$ cat config.mk
export PLATFORM = sky130hd
export DESIGN_NAME = ps2_key_rx_flat
export DESIGN_NICKNAME = d
export VERILOG_FILES = /design/src/rtl/ps2_key_pkg.sv /design/src/rtl/ps2_key_rx_if.sv /design/src/rtl/ps2_frame_rx.sv /design/src/rtl/ps2_key_rx.sv /design/src/flat_wrapper.sv
export SDC_FILE = /design/constraint.sdc
export NUM_CORES = 1
export LEC_CHECK = 0
export CAP_MARGIN = 20
export CORE_ASPECT_RATIO = 0.75
export CORE_MARGIN = 2
export CORE_UTILIZATION = 55
export CTS_CLUSTER_SIZE = 28
export DETAILED_ROUTE_END_ITERATION = 6
export PLACE_DENSITY_LB_ADDON = 0.05
export SYNTH_ARGS = -nofsm -noshare
export SYNTH_HDL_FRONTEND = slang
export SYNTH_SLANG_ARGS = --single-unit
$ cat constraint.sdc
create_clock -name clk_sys -period 6 [get_ports clk_sys]
set_input_delay 1.2 -clock clk_sys [delete_from_list [all_inputs] [get_ports clk_sys]]
set_output_delay 1.2 -clock clk_sys [all_outputs]
set_load 0.03 [all_outputs]
$ cat src/rtl/ps2_key_pkg.sv
// Shared types and constants for the PS/2 keyboard receiver: deframer states,
// prefix codes, discarded controller replies and ps2_key bit positions.
package ps2_key_pkg;

   typedef enum logic [1:0] {
      ST_IDLE,
      ST_DATA,
      ST_PARITY,
      ST_STOP
   } rxState_t;

   localparam logic [7:0] PREFIX_EXT = 8'hE0;
   localparam logic [7:0] PREFIX_BRK = 8'hF0;

   // Keyboard replies and error codes that never represent a key
   localparam int NUM_DISCARD = 6;
   localparam logic [NUM_DISCARD*8-1:0] DISCARD_CODES =
      {8'hFA, 8'hAA, 8'hEE, 8'hFE, 8'h00, 8'hFF};

   localparam int KEY_TOGGLE_BIT = 10;
   localparam int KEY_PRESS_BIT  = 9;
   localparam int KEY_EXT_BIT    = 8;
   localparam int KEY_CODE_MSB   = 7;

   function automatic logic isDiscard(input logic [7:0] code);
      logic hit;
      hit = 1'b0;
      for (int i = 0; i < NUM_DISCARD; i++) begin
         if (code == DISCARD_CODES[i*8 +: 8]) begin
            hit = 1'b1;
         end
      end
      return hit;
   endfunction

endpackage

$ cat src/rtl/ps2_key_rx_if.sv
// Bundle of the PS/2 line inputs and the decoded key outputs of ps2_key_rx.
interface ps2_key_rx_if;

   logic        ps2_clk;
   logic        ps2_dat;
   logic [10:0] ps2_key;
   logic        frame_err;

   modport slave (
      input  ps2_clk,
      input  ps2_dat,
      output ps2_key,
      output frame_err
   );

   modport master (
      output ps2_clk,
      output ps2_dat,
      input  ps2_key,
      input  frame_err
   );

endinterface

$ cat src/rtl/ps2_frame_rx.sv
// PS/2 line synchronizer, falling-edge detector, 11-bit deframer and timeout.
// Define PS2_KEY_RX_PARITY_EN to reject frames whose odd parity is wrong.
module ps2_frame_rx
   import ps2_key_pkg::*;
#(
   parameter int TIMEOUT     = 10000,
   parameter int SYNC_STAGES = 2
) (
   input  logic       clk_sys,
   input  logic       reset_n,
   input  logic       i_ps2Clk,
   input  logic       i_ps2Dat,
   output logic       o_byteValid,
   output logic [7:0] o_byte,
   output logic       o_frameErr
);

   localparam int CNT_W = $clog2(TIMEOUT + 1);

   logic [SYNC_STAGES-1:0] r_clkSync;
   logic [SYNC_STAGES-1:0] r_datSync;
   logic                   r_clkPrev;
   rxState_t               r_state;
   logic [2:0]             r_bitCnt;
   logic [7:0]             r_shift;
   logic [CNT_W-1:0]       r_toCnt;
   logic                   r_byteValid;
   logic                   r_frameErr;
`ifdef PS2_KEY_RX_PARITY_EN
   logic                   r_parity;
`endif

   logic w_clkNow;
   logic w_dat;
   logic w_fall;
   logic w_timeout;
   logic w_parityOk;

   // Flops reset high so releasing reset never looks like a clock edge
   always_ff @(posedge clk_sys or negedge reset_n) begin
      if (!reset_n) begin
         r_clkSync <= '1;
         r_datSync <= '1;
         r_clkPrev <= 1'b1;
      end else begin
         r_clkSync[0] <= i_ps2Clk;
         r_datSync[0] <= i_ps2Dat;
         for (int i = 1; i < SYNC_STAGES; i++) begin
            r_clkSync[i] <= r_clkSync[i-1];
            r_datSync[i] <= r_datSync[i-1];
         end
         r_clkPrev <= w_clkNow;
      end
   end

   assign w_clkNow  = r_clkSync[SYNC_STAGES-1];
   assign w_dat     = r_datSync[SYNC_STAGES-1];
   assign w_fall    = r_clkPrev & ~w_clkNow;
   assign w_timeout = (r_state != ST_IDLE) && (r_toCnt == CNT_W'(TIMEOUT));

`ifdef PS2_KEY_RX_PARITY_EN
   assign w_parityOk = ^{r_shift, r_parity};
`else
   assign w_parityOk = 1'b1;
`endif

   // Timeout wins over a coincident edge; the edge is simply dropped
   always_ff @(posedge clk_sys or negedge reset_n) begin
      if (!reset_n) begin
         r_state     <= ST_IDLE;
         r_bitCnt    <= 3'd0;
         r_shift     <= 8'h00;
         r_toCnt     <= '0;
         r_byteValid <= 1'b0;
         r_frameErr  <= 1'b0;
`ifdef PS2_KEY_RX_PARITY_EN
         r_parity    <= 1'b0;
`endif
      end else begin
         r_byteValid <= 1'b0;
         r_frameErr  <= 1'b0;
         if (w_timeout) begin
            r_state    <= ST_IDLE;
            r_toCnt    <= '0;
            r_frameErr <= 1'b1;
         end else begin
            r_toCnt <= (r_state == ST_IDLE || w_fall) ? '0 : r_toCnt + 1'b1;
            if (w_fall) begin
               case (r_state)
                  ST_IDLE: begin
                     if (!w_dat) begin
                        r_state  <= ST_DATA;
                        r_bitCnt <= 3'd0;
                     end
                  end
                  ST_DATA: begin
                     r_shift  <= {w_dat, r_shift[7:1]};
                     r_bitCnt <= r_bitCnt + 3'd1;
                     if (r_bitCnt == 3'd7) begin
                        r_state <= ST_PARITY;
                     end
                  end
                  ST_PARITY: begin
`ifdef PS2_KEY_RX_PARITY_EN
                     r_parity <= w_dat;
`endif
                     r_state  <= ST_STOP;
                  end
                  ST_STOP: begin
                     r_state <= ST_IDLE;
                     if (w_dat && w_parityOk) begin
                        r_byteValid <= 1'b1;
                     end else begin
                        r_frameErr <= 1'b1;
                     end
                  end
                  default: r_state <= ST_IDLE;
               endcase
            end
         end
      end
   end

   assign o_byteValid = r_byteValid;
   assign o_byte      = r_shift;
   assign o_frameErr  = r_frameErr;

endmodule

$ cat src/rtl/ps2_key_rx.sv
// PS/2 keyboard receiver: deframes bytes and folds E0/F0 prefixes into ps2_key.
// Define PS2_KEY_RX_PARITY_EN to reject frames whose odd parity is wrong.
module ps2_key_rx
   import ps2_key_pkg::*;
#(
   parameter int TIMEOUT     = 10000,
   parameter int SYNC_STAGES = 2
) (
   input  logic         clk_sys,
   input  logic         reset_n,
   ps2_key_rx_if.slave  bus
);

   logic        w_byteValid;
   logic [7:0]  w_byte;
   logic        w_frameErr;

   logic [10:0] r_key;
   logic        r_ext;
   logic        r_brk;

   ps2_frame_rx #(
      .TIMEOUT     (TIMEOUT),
      .SYNC_STAGES (SYNC_STAGES)
   ) u_frameRx (
      .clk_sys     (clk_sys),
      .reset_n     (reset_n),
      .i_ps2Clk    (bus.ps2_clk),
      .i_ps2Dat    (bus.ps2_dat),
      .o_byteValid (w_byteValid),
      .o_byte      (w_byte),
      .o_frameErr  (w_frameErr)
   );

   // A bad frame may have eaten the key that a pending prefix belonged to
   always_ff @(posedge clk_sys or negedge reset_n) begin
      if (!reset_n) begin
         r_key <= 11'h000;
         r_ext <= 1'b0;
         r_brk <= 1'b0;
      end else if (w_frameErr) begin
         r_ext <= 1'b0;
         r_brk <= 1'b0;
      end else if (w_byteValid) begin
         if (w_byte == PREFIX_EXT) begin
            r_ext <= 1'b1;
         end else if (w_byte == PREFIX_BRK) begin
            r_brk <= 1'b1;
         end else if (!isDiscard(w_byte)) begin
            r_key[KEY_TOGGLE_BIT]   <= ~r_key[KEY_TOGGLE_BIT];
            r_key[KEY_PRESS_BIT]    <= ~r_brk;
            r_key[KEY_EXT_BIT]      <= r_ext;
            r_key[KEY_CODE_MSB:0]   <= w_byte;
            r_ext                   <= 1'b0;
            r_brk                   <= 1'b0;
         end
      end
   end

   assign bus.ps2_key   = r_key;
   assign bus.frame_err = w_frameErr;

endmodule

$ cat src/flat_wrapper.sv
// flat-port wrapper written by rule: the top's interface ports become plain ports
module ps2_key_rx_flat import ps2_key_pkg::*;
#(
   parameter int TIMEOUT     = 10000,
   parameter int SYNC_STAGES = 2
)
  (clk_sys, reset_n, bus_ps2_clk, bus_ps2_dat, bus_ps2_key, bus_frame_err);
  ps2_key_rx_if bus_i ();
  input  logic clk_sys;
  input  logic reset_n;
  input wire logic [$bits(bus_i.ps2_clk)-1:0] bus_ps2_clk;
  input wire logic [$bits(bus_i.ps2_dat)-1:0] bus_ps2_dat;
  output wire logic [$bits(bus_i.ps2_key)-1:0] bus_ps2_key;
  output wire logic [$bits(bus_i.frame_err)-1:0] bus_frame_err;
  assign bus_i.ps2_clk = bus_ps2_clk;
  assign bus_i.ps2_dat = bus_ps2_dat;
  assign bus_ps2_key = bus_i.ps2_key;
  assign bus_frame_err = bus_i.frame_err;
  ps2_key_rx #(.TIMEOUT(TIMEOUT), .SYNC_STAGES(SYNC_STAGES)) u_core (.clk_sys(clk_sys), .reset_n(reset_n), .bus(bus_i));
endmodule
* After elaboration in Yosys (flattened, before gate mapping)
Index checks and enable logic that the tools add are counted.
** Word-level totals
- Flip-flop bits (word level) :: 47
- Input bits :: 4
- Output and inout bits :: 12
- Logic and storage cells :: 92
** Operators by class
- Add/sub/neg operators :: 2
- Equal/unequal tests :: 19
- Mux-type cells :: 36
- Bitwise logic cells :: 9
- Reduce and logical (&&, ||, !) cells :: 14
** Operators by type and width (count)
- $eq A8 B8 Y1 const B :: 7
- $mux W14 :: 2
- $mux W1 :: 27
- $add A14 B1 Y14 const B :: 1
- $eq A14 B14 Y1 const B :: 1
- $reduce_and A3 Y1 :: 4
- $ne A3 B2 Y1 const B :: 3
- $logic_not A8 Y1 :: 1
- $mux W2 :: 4
- $not A1 Y1 :: 8
- $pmux W2 S4 :: 1
- $reduce_bool A2 Y1 :: 4
- $ne A3 B3 Y1 const B :: 2
- $pmux W3 S2 :: 1
- $reduce_and A5 Y1 :: 1
- $eq A2 B2 Y1 const B :: 2
- $ne A2 B2 Y1 const B :: 2
- $reduce_and A4 Y1 :: 1
- $add A3 B1 Y3 const B :: 1
- $eq A3 B3 Y1 const B :: 1
- $mux W3 :: 1
- $eq A2 B1 Y1 const B :: 1
- $logic_not A2 Y1 :: 1
- $and A1 B1 Y1 :: 1
- other kinds (2) :: 2

* Depth between registers and ports, before layout
Gate-level depths: netlist (run 1).
- Word-level depth :: 16
- Gate-level depth with buffers :: 8
- Depth with buffers taken out :: 6

* Cells and area by module
A second synthesis (run 1) with hierarchy kept.
** Second synthesis, totals
- Cells, all modules :: 183
- Area, all modules :: 2212.1 um^2
** By module, submodules not included
- ps2_frame_rx :: instances 1, cells an instance 131, area each 1577.8 um^2, sequential area each 857.1 um^2
- ps2_key_rx :: instances 1, cells an instance 52, area each 634.4 um^2, sequential area each 325.3 um^2

* Worst setup path before layout (run 1)
OpenSTA, ideal clock, no wires.
- Path kind :: reg-to-reg
- Start :: reg u_core.u_frameRx.r_state[0]
- End :: reg u_core.u_frameRx.r_shift[6] (netlist: u_core.u_frameRx.o_byte[6])
- Setup time :: 0.128 ns
- Data arrival time :: 2.232 ns
- Required time :: 5.872 ns
- Slack :: 3.641 ns
- Stages on the path, launching flop included :: 7
- Path buffers :: 1
- Period minus slack after synthesis :: 2.359 ns
- Cells stage by stage :: dfrtp_1 inv_1 ha_1 or4b_4 o41ai_4 buf_4 mux2_1
** Between the ends
- Longest elaborated chain between the ends :: 4
- Elaborated cells between the ends (all ways) :: 5
- Classes of those cells :: eq/ne: 1; bitwise: 1; reduce/logical: 3
** RTL lines
- start, declared :: line ps2_frame_rx.sv:23 : rxState_t r_state;
- start signal, assigned :: line ps2_frame_rx.sv:70 : r_state <= ST_IDLE;
- start signal, assigned :: line ps2_frame_rx.sv:83 : r_state <= ST_IDLE;
- start signal, assigned :: line ps2_frame_rx.sv:92 : r_state <= ST_DATA;
- $reduce_bool A2 Y1 :: line ps2_frame_rx.sv:59 : assign w_timeout = (r_state != ST_IDLE) && (r_toCnt == CNT_W'(TIMEOUT));
- $logic_and A1 B1 Y1 :: line ps2_frame_rx.sv:59
- $not A1 Y1 (no source line)
- $reduce_and A3 Y1 (no source line) *
- end signal, assigned :: line ps2_frame_rx.sv:97 : r_shift <= {w_dat, r_shift[7:1]};
- end, declared :: line ps2_frame_rx.sv:25 : logic [7:0] r_shift;
Mark *: on every way between the ends. The rest lies on a longest branch, timed or not.
A chain may end at the register's enable or synchronous reset.

* Worst setup path after layout (run 1)
- Start :: reg u_core.u_frameRx.r_state[0]
- End :: reg u_core.u_frameRx.r_shift[4] (netlist: u_core.u_frameRx.o_byte[4])
The elaborated chain is that of the path after synthesis.

==> key figures, run 1 <==
Synth
  • Post-Synthesis Cells: 190
  • Count leader, synth: dfrtp_1
  • Part of the Yosys area used for sequential elements: 0.5339
  • Syn_nets: 202
  • Top FF cell, synth: dfrtp_1
  • Post-synth top area share: 0.4746
  • Synth top cells by count: 42 x dfrtp_1, 16 x nor2_1, 12 x inv_1, 12 x nand2_1, 11 x mux2_2
  • Mapped Avg Cell Area: 11.66 um^2
  • Cell Area, Synth: 2215 um^2
  • Ys async rst share: 1.000
  • Post-synth cell types: 47
  • Leading area contributor after synthesis: dfrtp_1
  • EDFF count, synth: 0
  • Synth area leaders: dfrtp_1 47%, dfstp_2 5.9%, mux2_2 5.6%
  • Post-synthesis register bit count: 47
  • Synth warn: 0

Placement
  • HPWL Detailed: 2.917 mm
  • Final RePlAce weighted congestion: 0.8690
  • I/O Buffers: 15

Routing
  • Initial drt markers: 145
  • Post-route ant nets: 0
  • Drt wl/cell: 15.90 um
  • Drc violations: 0
  • Mean number of vias per cell: 5.749
  • Routed wire length: 4.181 mm
  • Drt pass-1 iters: 4
  • Detailed-route via count: 1512

Cells and area
  • Number of nets in the layout: 222
  • Area growth syn-to-layout: 14.92%
  • Diode count: 0
  • Layout cell share with drive strength beyond 1: 0.1611

Critical path
  • Crit start category: register
  • Worst path max stage delay: 0.75 ns
  • Critical path buffers and inverters: 1
  • Arrival @ worst endpoint: 2.91 ns
  • Crit. End Element: register
  • Critical-path top delay cell: o41ai_4
  • Critical path depth in cells: 5
  • Required time of the critical path: 6.19 ns
  • Kind of critical path: reg2reg
  • FF-to-FF Start: u_core.u_frameRx.r_state[0]$_DFFE_PN0P_
  • Worst-path cell chain: inv_1 > ha_1 > or4b_4 > o41ai_4 > mux2_2
  • CP top delay family: compound AO/OA/AOI/OAI gates
  • RR Endpoint: u_core.u_frameRx.o_byte[4]$_DFFE_PN0P_
  • R2r worst-path depth: 5
  • R2R Setup Slk: 3.28 ns
  • Critical path peak fanout: 13

Clocking
  • TritonCTS clock tree: done
  • Clk sinks: 47
  • Hold_buf cts: 0
  • Root Buffer: clkbuf_8
  • Clock slew at reported path FFs: 0.08 ns
  • Num CTS Buffers: 5
  • Clock Path Buffers: 2
  • CTS H-tree lvls: 2
  • Clock latency on the worst-skew pair: 0.30 ns
  • # resized after CTS: 0
  • Post-CTS Setup Inserts: 0

Timing
  • TNS Setup: 0 ns
  • Final min period: 2.718 ns
  • Setup-failing EPs final: 0
  • Fin Hold WS: 0.3619 ns
  • Slew HR: 0.4954
  • Unrepaired setup endpoints after global routing: false
  • Part of the cycle the worst path needs: 0.4530
  • Final Max Tran Viols: 0
  • Clock Skew: 0.002158 ns
  • Fmax: 0.3680 GHz
  • Final count of hold timing violations: 0
  • Slew at the pin closest to its max-slew limit: 0.7543 ns

Pwr
  • P_leak: 1.139 nW
  • Net Sw Frac: 0.3488
  • Cell internal pwr: 0.6596 mW
  • Pwr Density: 398.0 nW/um^2
  • Clk pwr share: 0.236
  • Maximum vdd drop: 0.2584 mV
  • Combinational power share: 0.313
  • Sequential Power Share: 0.452
  • Psw: 0.3533 mW

Die
  • CORE AREA: 3756 um^2
  • Rows: 19
  • Initial core utilization: 0.5896
  • Die area: 4555 um^2
  • Die height: 58.96 um
  • Io pins: 16
  • DIE WIDTH: 77.27 um

Status
  • Run status: finished clean

Global route
  • Global-route wire length before repair: 7.093 mm
  • Total global-route track usage: 0.2056
  • GR Overflow Total: 0
  • Largest net degree at the start of global routing: 48
  • Vias in the first global route: 1451
  • Initial antenna violation count: 0

Hold path
  • Hold Path Sink: u_core.u_frameRx.r_clkSync[1]$_DFF_PN1_
  • Hold Path Stages: 0
  • Critical hold path startpoint: u_core.u_frameRx.r_clkSync[0]$_DFF_PN1_
  • Worst Hold Class: reg2reg

Job
  • Maxcap violations: 0
## power by group through the flow
stage                     clock, mW  combinational [mW]  sequential, mW
final                         0.239               0.317           0.457
after global placement            0               0.296           0.455
after global routing          0.259               0.351           0.468
after detailed placement          0               0.314           0.463
after floorplan                   0               0.190           0.480
after CTS                     0.245               0.316           0.456
## metal layers
| layer | global-route usage | routed length, um | vias up | share of wire |
|---|---|---|---|---|
| met5 | 0 | 0 | - | 0 |
| met4 | 0.08163 | 53 | 0 | 0.013 |
| met3 | 0.04755 | 152 | 5 | 0.036 |
| met2 | 0.3155 | 1926 | 31 | 0.46 |
| met1 | 0.2886 | 2048 | 758 | 0.49 |
| li1 | - | - | 718 | - |
## sequential cells by signal (all words and copies together) (netlist names), 2 cells and up
name,flops
u_core.u_frameRx.r_toCnt,14
u_core.bus.ps2_key,11
u_core.u_frameRx.o_byte,8
u_core.u_frameRx.r_bitCnt,3
u_core.u_frameRx.r_clkSync,2
u_core.u_frameRx.r_datSync,2
u_core.u_frameRx.r_state,2
## per-stage QoR
| stage | power (mW) | util | setup slack, ns | cells | cell area [um^2] |
|---|---|---|---|---|---|
| 2_1_floorplan | 0.6702 | - | 3.641 | 190 | 2215 |
| 3_3_place_gp | 0.7511 | 0.6389 | 3.422 | 253 | 2400 |
| 3_5_place_dp | 0.7769 | 0.6389 | 3.309 | 253 | 2400 |
| 4_1_cts | 1.018 | 0.6702 | 3.302 | 261 | 2517 |
| 5_1_grt | 1.078 | 0.6775 | 3.149 | 263 | 2545 |
| 6_report | 1.013 | 0.6775 | 3.282 | 263 | 2545 |
## cell families (layout without fill, tap and decap cells)
kind of cell | Yosys count | in the layout | synth area share
simple gates | 64 | 64 | 0.1633
flops | 47 | 47 | 0.5339
compound gates | 26 | 26 | 0.09323
mux | 17 | 17 | 0.08531
buf+inv | 16 | 37 | 0.03164
xor+xnor | 12 | 12 | 0.04746
fa+ha+maj | 8 | 8 | 0.04520
## how the worst max path moves through the flow
stage                                                 start                                  endpoint
finish              u_core.u_frameRx.r_state[0]$_DFFE_PN0P_    u_core.u_frameRx.o_byte[4]$_DFFE_PN0P_
global route        u_core.u_frameRx.r_state[0]$_DFFE_PN0P_  u_core.u_frameRx.r_bitCnt[2]$_DFFE_PN0P_
CTS                 u_core.u_frameRx.r_state[0]$_DFFE_PN0P_    u_core.u_frameRx.o_byte[4]$_DFFE_PN0P_
detailed placement  u_core.u_frameRx.r_state[0]$_DFFE_PN0P_    u_core.u_frameRx.o_byte[4]$_DFFE_PN0P_
global placement    u_core.u_frameRx.r_state[0]$_DFFE_PN0P_    u_core.u_frameRx.o_byte[4]$_DFFE_PN0P_
floorplan           u_core.u_frameRx.r_state[0]$_DFFE_PN0P_    u_core.u_frameRx.o_byte[6]$_DFFE_PN0P_
## layout by cell type (no fill, tap or decap), drive strengths merged, types with 6 or more instances in the layout
| cell | instances |
|---|---|
| ha | 8 |
| dfrtp | 42 |
| nor2 | 16 |
| nand2 | 12 |
| mux2 | 15 |
| xnor2 | 9 |
| inv | 12 |
| nor4 | 8 |
| clkdlybuf4s50 | 14 |
| clkbuf | 6 |
## cell type report
type,count,area [um^2]
clock buffer,6,82.58
clock inverter,2,35.03
fill,294,1211
inverter,12,45.04
multi-input combinational,127,962.2
sequential,47,1182
tap,52,65.06
timing repair buffer,17,172.7
Note: power is estimated with default switching activity, not from simulation.
==> run 2, diff against run 1 <==
==> constraint.sdc (replaced) <==
create_clock -name clk_sys -period 2.8 [get_ports clk_sys]
set_input_delay 0.56 -clock clk_sys [delete_from_list [all_inputs] [get_ports clk_sys]]
set_output_delay 0.56 -clock clk_sys [all_outputs]
set_load 0.03 [all_outputs]
==> run 2 against run 1 <==
Clock power up 150%. Total power rose by 120%. Critical path depth up 1. Utilization rose by 0.90 points. Cell count grew 0.76%. Setup slack worse by 3.1 ns. Largest power group unchanged. Global-route usage decreased by 0.50 points. Worst hold slack lost 0.31 ns. Clock skew is essentially flat. Non-clock buffer count up 2. Sequential cell count unchanged. Critical endpoint is now u_core.u_frameRx.r_toCnt[11]$_DFF_PN0_. Largest cell class unchanged.
==> key figures, run 2 (same netlist as run 1, synthesis figures left out) <==
Status
  • Run status: finished clean

Critical path
  • Kind of critical path: reg2reg
  • Worst-path cell chain: inv_1 > ha_1 > or4b_4 > nor4_4 > or3_1 > nor2_1
  • Crit start category: register
  • Critical-path top delay cell: or4b_4
  • Worst path max stage delay: 0.62 ns (-0.13 ns)
  • Arrival @ worst endpoint: 2.79 ns (-0.12 ns)
  • Crit. End Element: register
  • Critical path peak fanout: 14 (+1)
  • Required time of the critical path: 2.97 ns (-3.22 ns)

Clocking
  • Clock latency on the worst-skew pair: 0.30 ns (about the same)
  • Clk sinks: 47 (unchanged)
  • CTS H-tree lvls: 2 (unchanged)
  • Hold_buf cts: 0 (unchanged)
  • Num CTS Buffers: 5 (unchanged)
  • # resized after CTS: 0 (unchanged)
  • Clock Path Buffers: 2 (unchanged)
  • Root Buffer: clkbuf_8
  • TritonCTS clock tree: done
  • Clock slew at reported path FFs: 0.09 ns (about the same)
  • Post-CTS Setup Inserts: 0 (unchanged)

Hold path
  • Worst Hold Class: in2async

Global route
  • Initial antenna violation count: 0 (unchanged)
  • GR Overflow Total: 0 (unchanged)
  • Vias in the first global route: 1550 (+6.8%)
  • Total global-route track usage: 0.2006 (-0.004997)
  • Global-route wire length before repair: 7.065 mm (-0.39%)
  • Largest net degree at the start of global routing: 47 (-2.1%)

Placement
  • I/O Buffers: 15 (unchanged)
  • Placed cell areas: 2415 um^2 (+0.63%)
  • Post-Place Cells: 255 (+0.79%)
  • HPWL Detailed: 2.779 mm (-4.7%)
  • Final RePlAce weighted congestion: 0.8511 (-2.1%)

Routing
  • Initial drt markers: 127 (-12%)
  • Mean number of vias per cell: 5.653 (-1.7%)
  • Post-route ant nets: 0 (unchanged)
  • Drt pass-1 iters: 4 (unchanged)
  • Routed wire length: 3.997 mm (-4.4%)
  • Drc violations: 0 (unchanged)
  • Detailed-route via count: 1498 (-0.93%)
  • Drt wl/cell: 15.08 um (-5.1%)

Die
  • DIE WIDTH: 77.27 um (unchanged)
  • Rows: 19 (unchanged)
  • Die height: 58.96 um (unchanged)
  • Die area: 4555 um^2 (unchanged)
  • Initial core utilization: 0.5896 (unchanged)
  • Io pins: 16 (unchanged)
  • CORE AREA: 3756 um^2 (unchanged)

Timing
  • Slew HR: 0.6132 (+0.1178)
  • Unrepaired setup endpoints after global routing: false
  • Fin Hold WS: 0.04884 ns (-0.3130 ns)
  • Setup-failing EPs final: 0 (unchanged)
  • TNS Setup: 0 ns (unchanged)
  • Final Max Tran Viols: 0 (unchanged)
  • Final min period: 2.614 ns (-0.1037 ns)
  • Clock Skew: 0.002112 ns (-0.00004594 ns)
  • Part of the cycle the worst path needs: 0.9336 (+0.4806)
  • Slew at the pin closest to its max-slew limit: 0.5797 ns (-0.1747 ns)
  • Fmax: 0.3825 GHz (+4.0%)
  • Final count of hold timing violations: 0 (unchanged)

Cells and area
  • Layout cell share with drive strength beyond 1: 0.1690 (+0.007877)
  • Area growth syn-to-layout: 16.44%
  • Max reg flops: 14 (unchanged)
  • Number of nets in the layout: 224 (+0.90%)
  • Post-Layout Cell Count: 265 (+0.76%)
  • Commonest non-fill, non-tap cell in the layout: dfrtp_1
  • Most frequent cells in the layout: 42 x dfrtp_1, 16 x nor2_1, 14 x clkdlybuf4s50_1, 12 x inv_1, 12 x nand2_1
  • Largest Register: u_core.u_frameRx.r_toCnt
  • Final instance area: 2579 um^2 (+1.3%)
  • Diode count: 0 (unchanged)

Job
  • Maxcap violations: 0 (unchanged)

Pwr
  • Maximum vdd drop: 0.6123 mV (+140%)
  • Pwr Density: 869.2 nW/um^2 (+120%)
  • P_leak: 1.151 nW (+1.1%)
-- run 2: worst max-delay path: cells and delay by family, from the launching register on --
family,cells,cell delay (ns)
simple gates,4,1.65
fa+ha+maj,1,0.31
flops,1,0.43
buf+inv,1,0.10
-- run 2: power by group --
| group | switching (mW) | leakage, nW | internal, mW | total (mW) |
|---|---|---|---|---|
| registers | 0.154 | 0.616 | 0.823 | 0.977 |
| logic | 0.373 | 0.471 | 0.303 | 0.676 |
| clock network | 0.232 | 0.0644 | 0.356 | 0.588 |
| total | 0.760 | 1.15 | 1.48 | 2.24 |
-- run 2: final timing paths --
| kind | from | endpoint | slack [ns] | depth (start not counted) |
|---|---|---|---|---|
| worst max-delay path | u_core.u_frameRx.r_state[0]$_DFFE_PN0P_ | u_core.u_frameRx.r_toCnt[11]$_DFF_PN0_ | 0.19 | 6 |
| max in group asynchronous | reset_n | u_core.u_frameRx.r_datSync[1]$_DFF_PN1_ | 2.27 | 2 |
| worst min register to register | u_core.u_frameRx.r_clkSync[0]$_DFF_PN1_ | u_core.u_frameRx.r_clkSync[1]$_DFF_PN1_ | 0.36 | 0 |
| min in group clk_sys | u_core.u_frameRx.r_clkSync[0]$_DFF_PN1_ | u_core.u_frameRx.r_clkSync[1]$_DFF_PN1_ | 0.36 | 0 |
| worst max register to register | u_core.u_frameRx.r_state[0]$_DFFE_PN0P_ | u_core.u_frameRx.r_toCnt[11]$_DFF_PN0_ | 0.19 | 6 |
| worst min-delay path | reset_n | u_core.u_frameRx.r_state[1]$_DFFE_PN0P_ | 0.05 | 1 |
-- run 2: stage by stage --
step                utilization  power, mW  worst slack, ns
global placement         0.6429      1.618           0.3610
detailed placement       0.6429      1.652           0.2478
global route             0.6865      2.383          0.07233
CTS                      0.6792      2.247           0.2184
floorplan                     -      1.436           0.4409
finish                   0.6865      2.241           0.1859
-- run 2: final cells by class --
| class | count | area (um^2) |
|---|---|---|
| clock buffer | 5 | 68.82 |
| clock inverter | 3 | 67.56 |
| fill | 299 | 1177 |
| inverter | 12 | 45.04 |
| multi-input combinational | 127 | 962.2 |
| sequential | 47 | 1182 |
| tap | 52 | 65.06 |
| timing repair buffer | 19 | 187.7 |
-- run 2: routing by layer --
metal	share of wire	GRT usage
met1	0.51	0.2782
met2	0.44	0.3081
met3	0.032	0.04448
met4	0.016	0.08929
met5	0	0
